$ cat src/rtl/parity_frame_serializer.sv
// ============================================================================
// parity_frame_serializer
// UART-style serializer for {data[7:0], parity}: start, 8 data LSB first,
// optional parity slot, stop. Bit timing from an internal baud counter.
// Rev 1.0 - initial release
// ============================================================================
`default_nettype none

module parity_frame_serializer #(
  parameter int CLKS_PER_BIT = 16,
  parameter bit PARITY_EN    = 1'b1
) (
  input  logic       clk,
  input  logic       rst_n,
  input  logic [8:0] data_in_with_parity,
  input  logic       tx_valid,
  output logic       tx_ready,
  output logic       tx_serial,
  output logic       tx_busy,
  output logic       tx_done
);

  localparam int CNT_W = (CLKS_PER_BIT > 1) ? $clog2(CLKS_PER_BIT) : 1;
  localparam logic [CNT_W-1:0] CNT_LAST     = CNT_W'(CLKS_PER_BIT - 1);
  localparam logic [CNT_W-1:0] CNT_PRE_LAST = CNT_W'(CLKS_PER_BIT - 2);

  generate
    if (CLKS_PER_BIT < 2) begin : g_cpb_check
      $error("parity_frame_serializer: CLKS_PER_BIT must be >= 2");
    end
  endgenerate

  typedef enum logic [2:0] {
    S_IDLE   = 3'd0,
    S_START  = 3'd1,
    S_DATA   = 3'd2,
    S_PARITY = 3'd3,
    S_STOP   = 3'd4
  } state_t;

  state_t           state_q;
  logic [8:0]       word_q;
  logic [CNT_W-1:0] baud_q;
  logic [CNT_W-1:0] baud_d;
  logic [2:0]       bit_idx_q;
  logic [2:0]       bit_idx_d;
  logic             serial_q;
  logic             ready_q;
  logic             busy_q;
  logic             done_q;
  logic             done_d;
  logic             accept;
  logic             baud_wrap;
  logic [7:0]       data_bits;

  assign data_bits = word_q[8:1];

  always_comb begin
    accept    = tx_valid && ready_q;
    baud_wrap = (baud_q == CNT_LAST);
    baud_d    = baud_wrap ? '0 : baud_q + 1'b1;
    bit_idx_d = bit_idx_q + 3'd1;
    // Registered done must already be high during the final STOP cycle.
    done_d    = (state_q == S_STOP) && (baud_q == CNT_PRE_LAST);
  end

  always_ff @(posedge clk) begin
    if (!rst_n) begin
      state_q   <= S_IDLE;
      word_q    <= '0;
      baud_q    <= '0;
      bit_idx_q <= '0;
      serial_q  <= 1'b1;
      ready_q   <= 1'b1;
      busy_q    <= 1'b0;
      done_q    <= 1'b0;
    end else begin
      done_q <= done_d;
      case (state_q)
        S_IDLE: begin
          if (accept) begin
            state_q   <= S_START;
            word_q    <= data_in_with_parity;
            baud_q    <= '0;
            bit_idx_q <= '0;
            serial_q  <= 1'b0;
            ready_q   <= 1'b0;
            busy_q    <= 1'b1;
          end
        end
        S_START: begin
          baud_q <= baud_d;
          if (baud_wrap) begin
            state_q  <= S_DATA;
            serial_q <= data_bits[0];
          end
        end
        S_DATA: begin
          baud_q <= baud_d;
          if (baud_wrap) begin
            bit_idx_q <= bit_idx_d;
            if (bit_idx_q == 3'd7) begin
              if (PARITY_EN) begin
                state_q  <= S_PARITY;
                serial_q <= word_q[0];
              end else begin
                state_q  <= S_STOP;
                serial_q <= 1'b1;
              end
            end else begin
              serial_q <= data_bits[bit_idx_d];
            end
          end
        end
        S_PARITY: begin
          baud_q <= baud_d;
          if (baud_wrap) begin
            state_q  <= S_STOP;
            serial_q <= 1'b1;
          end
        end
        S_STOP: begin
          baud_q <= baud_d;
          if (baud_wrap) begin
            state_q  <= S_IDLE;
            serial_q <= 1'b1;
            ready_q  <= 1'b1;
            busy_q   <= 1'b0;
          end
        end
        default: begin
          state_q  <= S_IDLE;
          baud_q   <= '0;
          serial_q <= 1'b1;
          ready_q  <= 1'b1;
          busy_q   <= 1'b0;
        end
      endcase
    end
  end

  assign tx_ready  = ready_q;
  assign tx_serial = serial_q;
  assign tx_busy   = busy_q;
  assign tx_done   = done_q;

endmodule

`default_nettype wire

$ cat config.mk
export PLATFORM = sky130hd
export DESIGN_NAME = parity_frame_serializer
export DESIGN_NICKNAME = d
export VERILOG_FILES = /design/src/rtl/parity_frame_serializer.sv
export SDC_FILE = /design/constraint.sdc
export NUM_CORES = 1
export LEC_CHECK = 0
export CAP_MARGIN = 0
export CORE_MARGIN = 2
export CORE_UTILIZATION = 57
export CTS_CLUSTER_SIZE = 16
export DETAILED_ROUTE_END_ITERATION = 8
export GPL_ROUTABILITY_DRIVEN = 0
export PLACE_DENSITY = 0.91
export SYNTH_ARGS = -nofsm -noshare
export SYNTH_HDL_FRONTEND = slang
export SYNTH_SLANG_ARGS = --single-unit
$ cat constraint.sdc
create_clock -name clk -period 4.6 [get_ports clk]
set_clock_uncertainty 0.1 [all_clocks]
set_input_delay 0.69 -clock clk [delete_from_list [all_inputs] [get_ports clk]]
set_output_delay 0.69 -clock clk [all_outputs]
set_load 0.05 [all_outputs]
======== After elaboration in Yosys (flattened, before gate mapping) ========
Cells that the tools add are included.
Widths: inputs -> output; s select.
word-level totals
  bits of input ports ..................... 12
  logic and storage cells ................. 63
  output and inout bits ................... 4
  register bits ........................... 23
operators by class
  $lt $le $gt $ge ......................... 1
  add/subtract/negate cells ............... 2
  multiplexer cells ....................... 25
  bitwise logic cells ..................... 1
  eq/ne operators ......................... 14
  reduce and logical (&&, ||, !) cells .... 12
operators by type and width
  kind                 number
  $mux 3               8
  $pmux 3 s5           1
  $ne 2x2->1 const B   6
  $eq 4x4->1 const B   2
  $mux 1               8
  $mux 4               2
  $pmux 4 s2           1
  $eq 3x2->1 const B   2
  $eq 3x3->1 const B   2
  $pmux 1 s3           2
  $pmux 3 s2           1
  $reduce_and 3->1     2
  $reduce_and 6->1     1
  $add 4x1->4 const B  1
  $lt 3x4->1 const B   1
  $pmux 1 s4           1
  $reduce_and 4->1     1
  $reduce_or 4->1      1
  $add 3x1->3 const B  1
  $bmux 1 s3           1
  $eq 3x1->1 const B   1
  $logic_not 3->1      1
  $reduce_or 3->1      1
  $logic_and 1x1->1    2
  5 further kinds      5

======== Depth between registers and ports, before layout ========
  depth in word-level cells ............... 6
  gate-level depth with buffers ........... 6
  depth with buffers taken out ............ 6

======== Worst setup path before layout ========
No wires, ideal clock.
  path kind ............................... register to register
  start point ............................. reg ready_q, in the netlist tx_ready
  end point ............................... reg bit_idx_q[1]
  stages on the path, launching flop included .. 6
  setup slack ............................. 2.870 ns
  data arrival time ....................... 1.508 ns
  library setup time ...................... 0.122 ns
  path buffers ............................ 1
  required time ........................... 4.378 ns
  period minus slack after synthesis ...... 1.730 ns
  path through ............................ dfxtp_1 > nand4bb_1 > or2_2 > buf_2 > nand3_1 > a21boi_0
between the ends
  word-level cells in the longest chain between the ends .. 3
RTL lines
  what                               line  text
  start: declaration                 48    logic ready_q;
  start signal: assignment           74    ready_q <= 1'b1;
  start signal: assignment           87    ready_q <= 1'b0;
  start signal: assignment           127   ready_q <= 1'b1;
  $logic_and 1x1->1                  59    accept = tx_valid && ready_q;
  $ne 2x2->1 (no source line)        n/a
  $reduce_and 3->1 (no source line)  n/a
  end signal: assignment             101   bit_idx_q <= bit_idx_d;
  end: declaration                   45    logic [2:0] bit_idx_q;
Every way passes these cells.
A chain may end at the register's enable or synchronous reset.

======== Worst setup path after layout ========
  start point ............................. reg ready_q, in the netlist tx_ready
  end point ............................... out tx_ready
RTL lines
  what              line  text
  end: declaration  17    output logic tx_ready,
No word-level cell between the ends.

==> reports/summary.md <==
The data arrival time of the critical path was 1.62 ns; the routed length on met1 was 1090 um. The share of synthesized registers carrying an async set or reset is 0%, and the sum of overflow across all layers after global routing is 0. The logs give 967 for the number of global-route vias before repair and 0 for the number of buffers inserted for hold repair after clock tree synthesis.

TritonCTS built the clock tree. Area growth from synthesis to layout: 14.3%. For the worst slew slack as a fraction of its limit, the log shows 52.9%. The number of optimization iterations in the first detailed-route pass is 6. The run gives 0.000148 W as the power dissipated by switching net loads. The final layout contains 160 nets. Prior to clock tree synthesis, the placed netlist has a worst setup slack of 2.11 ns. After detailed routing, the met2 layer carries 1110 um of wire. For the max-cap violation count, the log shows 0.

For this run, the leading register cell type out of synthesis is sky130_fd_sc_hd__dfxtp_1. The logs give 1680 um for the half-perimeter wire length after detailed placement and 0 for the post-cts repair resize count. In this run, the number of DRC markers left after iteration 0 of detailed routing was 15. The run finished with clean final reports. The clock share of power came out at 20.8%. The die is 49.4 um tall.

The design area is 0.00134 sq mm. The clock reaches the later pin of the worst-skew pair after 0.31 ns. Data on the critical path is required at its endpoint by 3.81 ns. The repair_antennas step left the layout with diodes totalling 0.

The number of antenna violations at the first check in global routing is 0. Setup repair after global routing left no endpoint under its margin. The instance area after placement came out at 0.00132 sq mm. Entering global routing, the biggest net connects 25 pins. By instance count, the leading cell after synthesis is sky130_fd_sc_hd__nand2_1.

The worst hold path belongs to the class flip-flop to flip-flop. Post-CTS timing repair inserted 0 buffers for setup. Net switching is 32.8% of the power. The peak fanout along the critical path was 5; the net count after synthesis was 147. Clock-pin slew was measured on the worst setup and hold paths at 0.13 ns. Dividing the detail-routed wire length by the instance count gives 13.5 um.

Power spread over the standard cell area amounts to 335 mW/mm^2. After synthesis, the share of cell area in mux cells is 4.68%. The die covers 0.00244 sq mm. Once detail routing completed, the nets flagged for antenna violations numbered 0. The aggregate routed wire length came out at 2290 um. The tools report the sequential cell area as 460 sq um. The combined buffer and inverter count along the critical path was 1; the final clock period utilization by the worst path was 52.4%.

The detailed-route DRC error count is 0, and the count of endpoints failing hold in the final timing report is 0. Global routing used 20.6% of the available tracks across all layers. Cell type group with the largest total delay on the critical path: buffers and inverters.

The pin slew with the least headroom to its limit was 0.704 ns. The logs give 52.4% for the portion of total power attributed to sequential cells and 0.492 nW for the static leakage. The kind of critical path is flip-flop to output port.

Proportion of layout cells with a drive suffix above 1: 9.79%. For this block, the via count after detailed routing is 967. The instance count along the most critical hold path came out at 2.

STA classifies the critical path startpoint as a flip-flop. The minimum period implied by the final worst setup slack came out at 2.41 ns. Biggest area consumer among synthesized cells: sky130_fd_sc_hd__dfxtp_1.

The path length in cells of the critical path was 1. The main combinational cell family by area after synthesis was simple AND/OR/NAND/NOR gates. The length in cells of the worst reg-to-reg path was 4; the part of the total power dissipated in combinational logic was 26.7%. Cell internal power was estimated by the tool at 0.000303 W. The buffer levels on the longest clock path came out at 2.

Once the floorplan was initialized, standard cells occupied 59.9% of the core. The first global-routing pass estimated 3960 um of wire. The sequential-to-total area share from yosys stat was 39.1%; the total power of the final layout was 0.000451 W. The count of final max-slew check failures was 0. The slowest cell on the critical path was sky130_fd_sc_hd__clkdlybuf4s50_1. Setup TNS: 0 ns. Highest metal layer with signal wires: met4. 16 I/O pins were placed. For this run, the share of the core covered by cells in the final layout is 68.5%.

Summing the areas of all compound-gate instances in the mapped netlist gives 19.5% of the synthesized area. Summing all multi-input logic gate instances after layout gives 661 sq um. The mapped netlist covers 0.00118 sq mm. The adder-cell share of the synthesized area came out at 4.26%. Yosys mapped the design onto 35 distinct sky130hd cell types.

The run gives 2.19 ns as the setup slack of the critical path after layout. The number of standard cells after synthesis was 131; the largest incremental delay on the critical path was 0.85 ns. Row generation in the floorplan step produced 16 rows. Averaged over all synthesized cells, the footprint is 8.98 sq um. The number of input and output port buffers inserted was 15. The tools report the cell at the root of the clock tree as sky130_fd_sc_hd__clkbuf_4. The worst setup path is captured at an output port. The count of state elements after synthesis is 23. From left edge to right edge, the die measures 49.4 um.

The tools report the area of the core region as 0.00196 sq mm. The logs give 0 for the count of synthesis-stage warnings from yosys and 0 for the total of endpoints with negative setup slack in the final report. The logs give 1 for the H-tree level count and 171 for the count of filler cells inserted in the layout.

In the detailed route, the total length drawn on met3 is 86 um. The share of synthesized area in the top cell type comes to 39.1%. The post-synthesis share of cell area spent on xor and xnor gates is 1.49%, and the per-cell via count in the routed design is 5.69. The synthesized design contains 0 enable-type register cells. Setup slack on the worst reg-to-reg path comes out at 2.81 ns. Sorting the synthesized cells by area gives the leading types as sky130_fd_sc_hd__dfxtp_1, sky130_fd_sc_hd__a21boi_0, sky130_fd_sc_hd__nand2_1. Counting instances in the post-synthesis netlist gives the leading cell types as sky130_fd_sc_hd__nand2_1, sky130_fd_sc_hd__dfxtp_1, sky130_fd_sc_hd__a21boi_0.

The number of clock buffers added by TritonCTS is 3. The simple-gate area share of the yosys netlist was 26.3%; the CTS sink count was 23. The critical path goes through clkdlybuf4s50_1. IR analysis of the VDD net gives a maximum drop of 191 uV. The tools report the maximum frequency from static timing analysis as 0.415 GHz.
-- path summary, 6_finish.rpt --
kind | startpoint | endpoint
max | tx_ready$_SDFFE_PN1P_ | tx_ready
min | word_q[4]$_SDFFE_PN0P_ | word_q[4]$_SDFFE_PN0P_
max reg2reg | bit_idx_q[0]$_SDFFE_PN0P_ | tx_serial$_SDFFE_PN1P_
min reg2reg | word_q[4]$_SDFFE_PN0P_ | word_q[4]$_SDFFE_PN0P_
-- cell usage in the layout (no fill, tap or decap), types with 2 or more instances in the layout --
| cell | instances |
|---|---|
| sky130_fd_sc_hd__a31oi_1 | 4 |
| sky130_fd_sc_hd__dfxtp_1 | 23 |
| sky130_fd_sc_hd__mux4_2 | 2 |
| sky130_fd_sc_hd__nand2_1 | 24 |
| sky130_fd_sc_hd__ha_1 | 4 |
| sky130_fd_sc_hd__o21ai_0 | 5 |
| sky130_fd_sc_hd__nor2_1 | 6 |
| sky130_fd_sc_hd__xor2_1 | 2 |
| sky130_fd_sc_hd__and2_1 | 3 |
| sky130_fd_sc_hd__nor3b_1 | 2 |
| sky130_fd_sc_hd__or2_2 | 2 |
| sky130_fd_sc_hd__inv_1 | 3 |
| sky130_fd_sc_hd__nor2b_1 | 4 |
| sky130_fd_sc_hd__nand3_1 | 11 |
| sky130_fd_sc_hd__clkdlybuf4s50_1 | 15 |
| sky130_fd_sc_hd__clkbuf_4 | 3 |
| sky130_fd_sc_hd__a21boi_0 | 12 |
-- kinds of logic after synthesis --
logic type,count (synthesis)
compound gates,29
xor+xnor,2
fa+ha+maj,4
buf+inv,10
flops,23
mux,3
simple gates,60
-- final cells by class --
cell class	count	area share, %
sequential	23	34.3
clock buffer	3	1.68
tap	27	2.51
clock inverter	1	0.372
timing repair buffer	15	11.2
inverter	3	0.838
multi-input combinational	98	49.2
-- power by group through the flow --
stage,combinational [W],sequential [W],clock (W)
after floorplan,0.0000780,0.000251,0
after global placement,0.000116,0.000239,0
after detailed placement,0.000120,0.000241,0
after CTS,0.000121,0.000236,0.0000934
after global routing,0.000133,0.000239,0.000101
final,0.000120,0.000236,0.0000938
-- per-stage QoR --
step / cells / hold slack [ns]
3_5_place_dp: 166 / 0.371
6_report: 170 / 0.388
3_3_place_gp: 166 / 0.351
5_1_grt: 170 / 0.417
2_1_floorplan: 131 / 0.340
4_1_cts: 170 / 0.388
-- registers in the layout, summed over array words and instances (netlist names) --
register and count:
word_q 9, baud_q 4, bit_idx_q 3, state_q 3, tx_busy 1, tx_done 1, tx_ready 1, tx_serial 1
-- routing by layer --
| layer | vias up | track usage [%] |
|---|---|---|
| met1 | 450 | 26.1 |
| met3 | 2 | 3.68 |
| met2 | 26 | 34.5 |
| li1 | 489 | - |
| met4 | 0 | 8.80 |
| met5 | - | 0 |
Note: power is estimated with default switching activity, not from simulation.
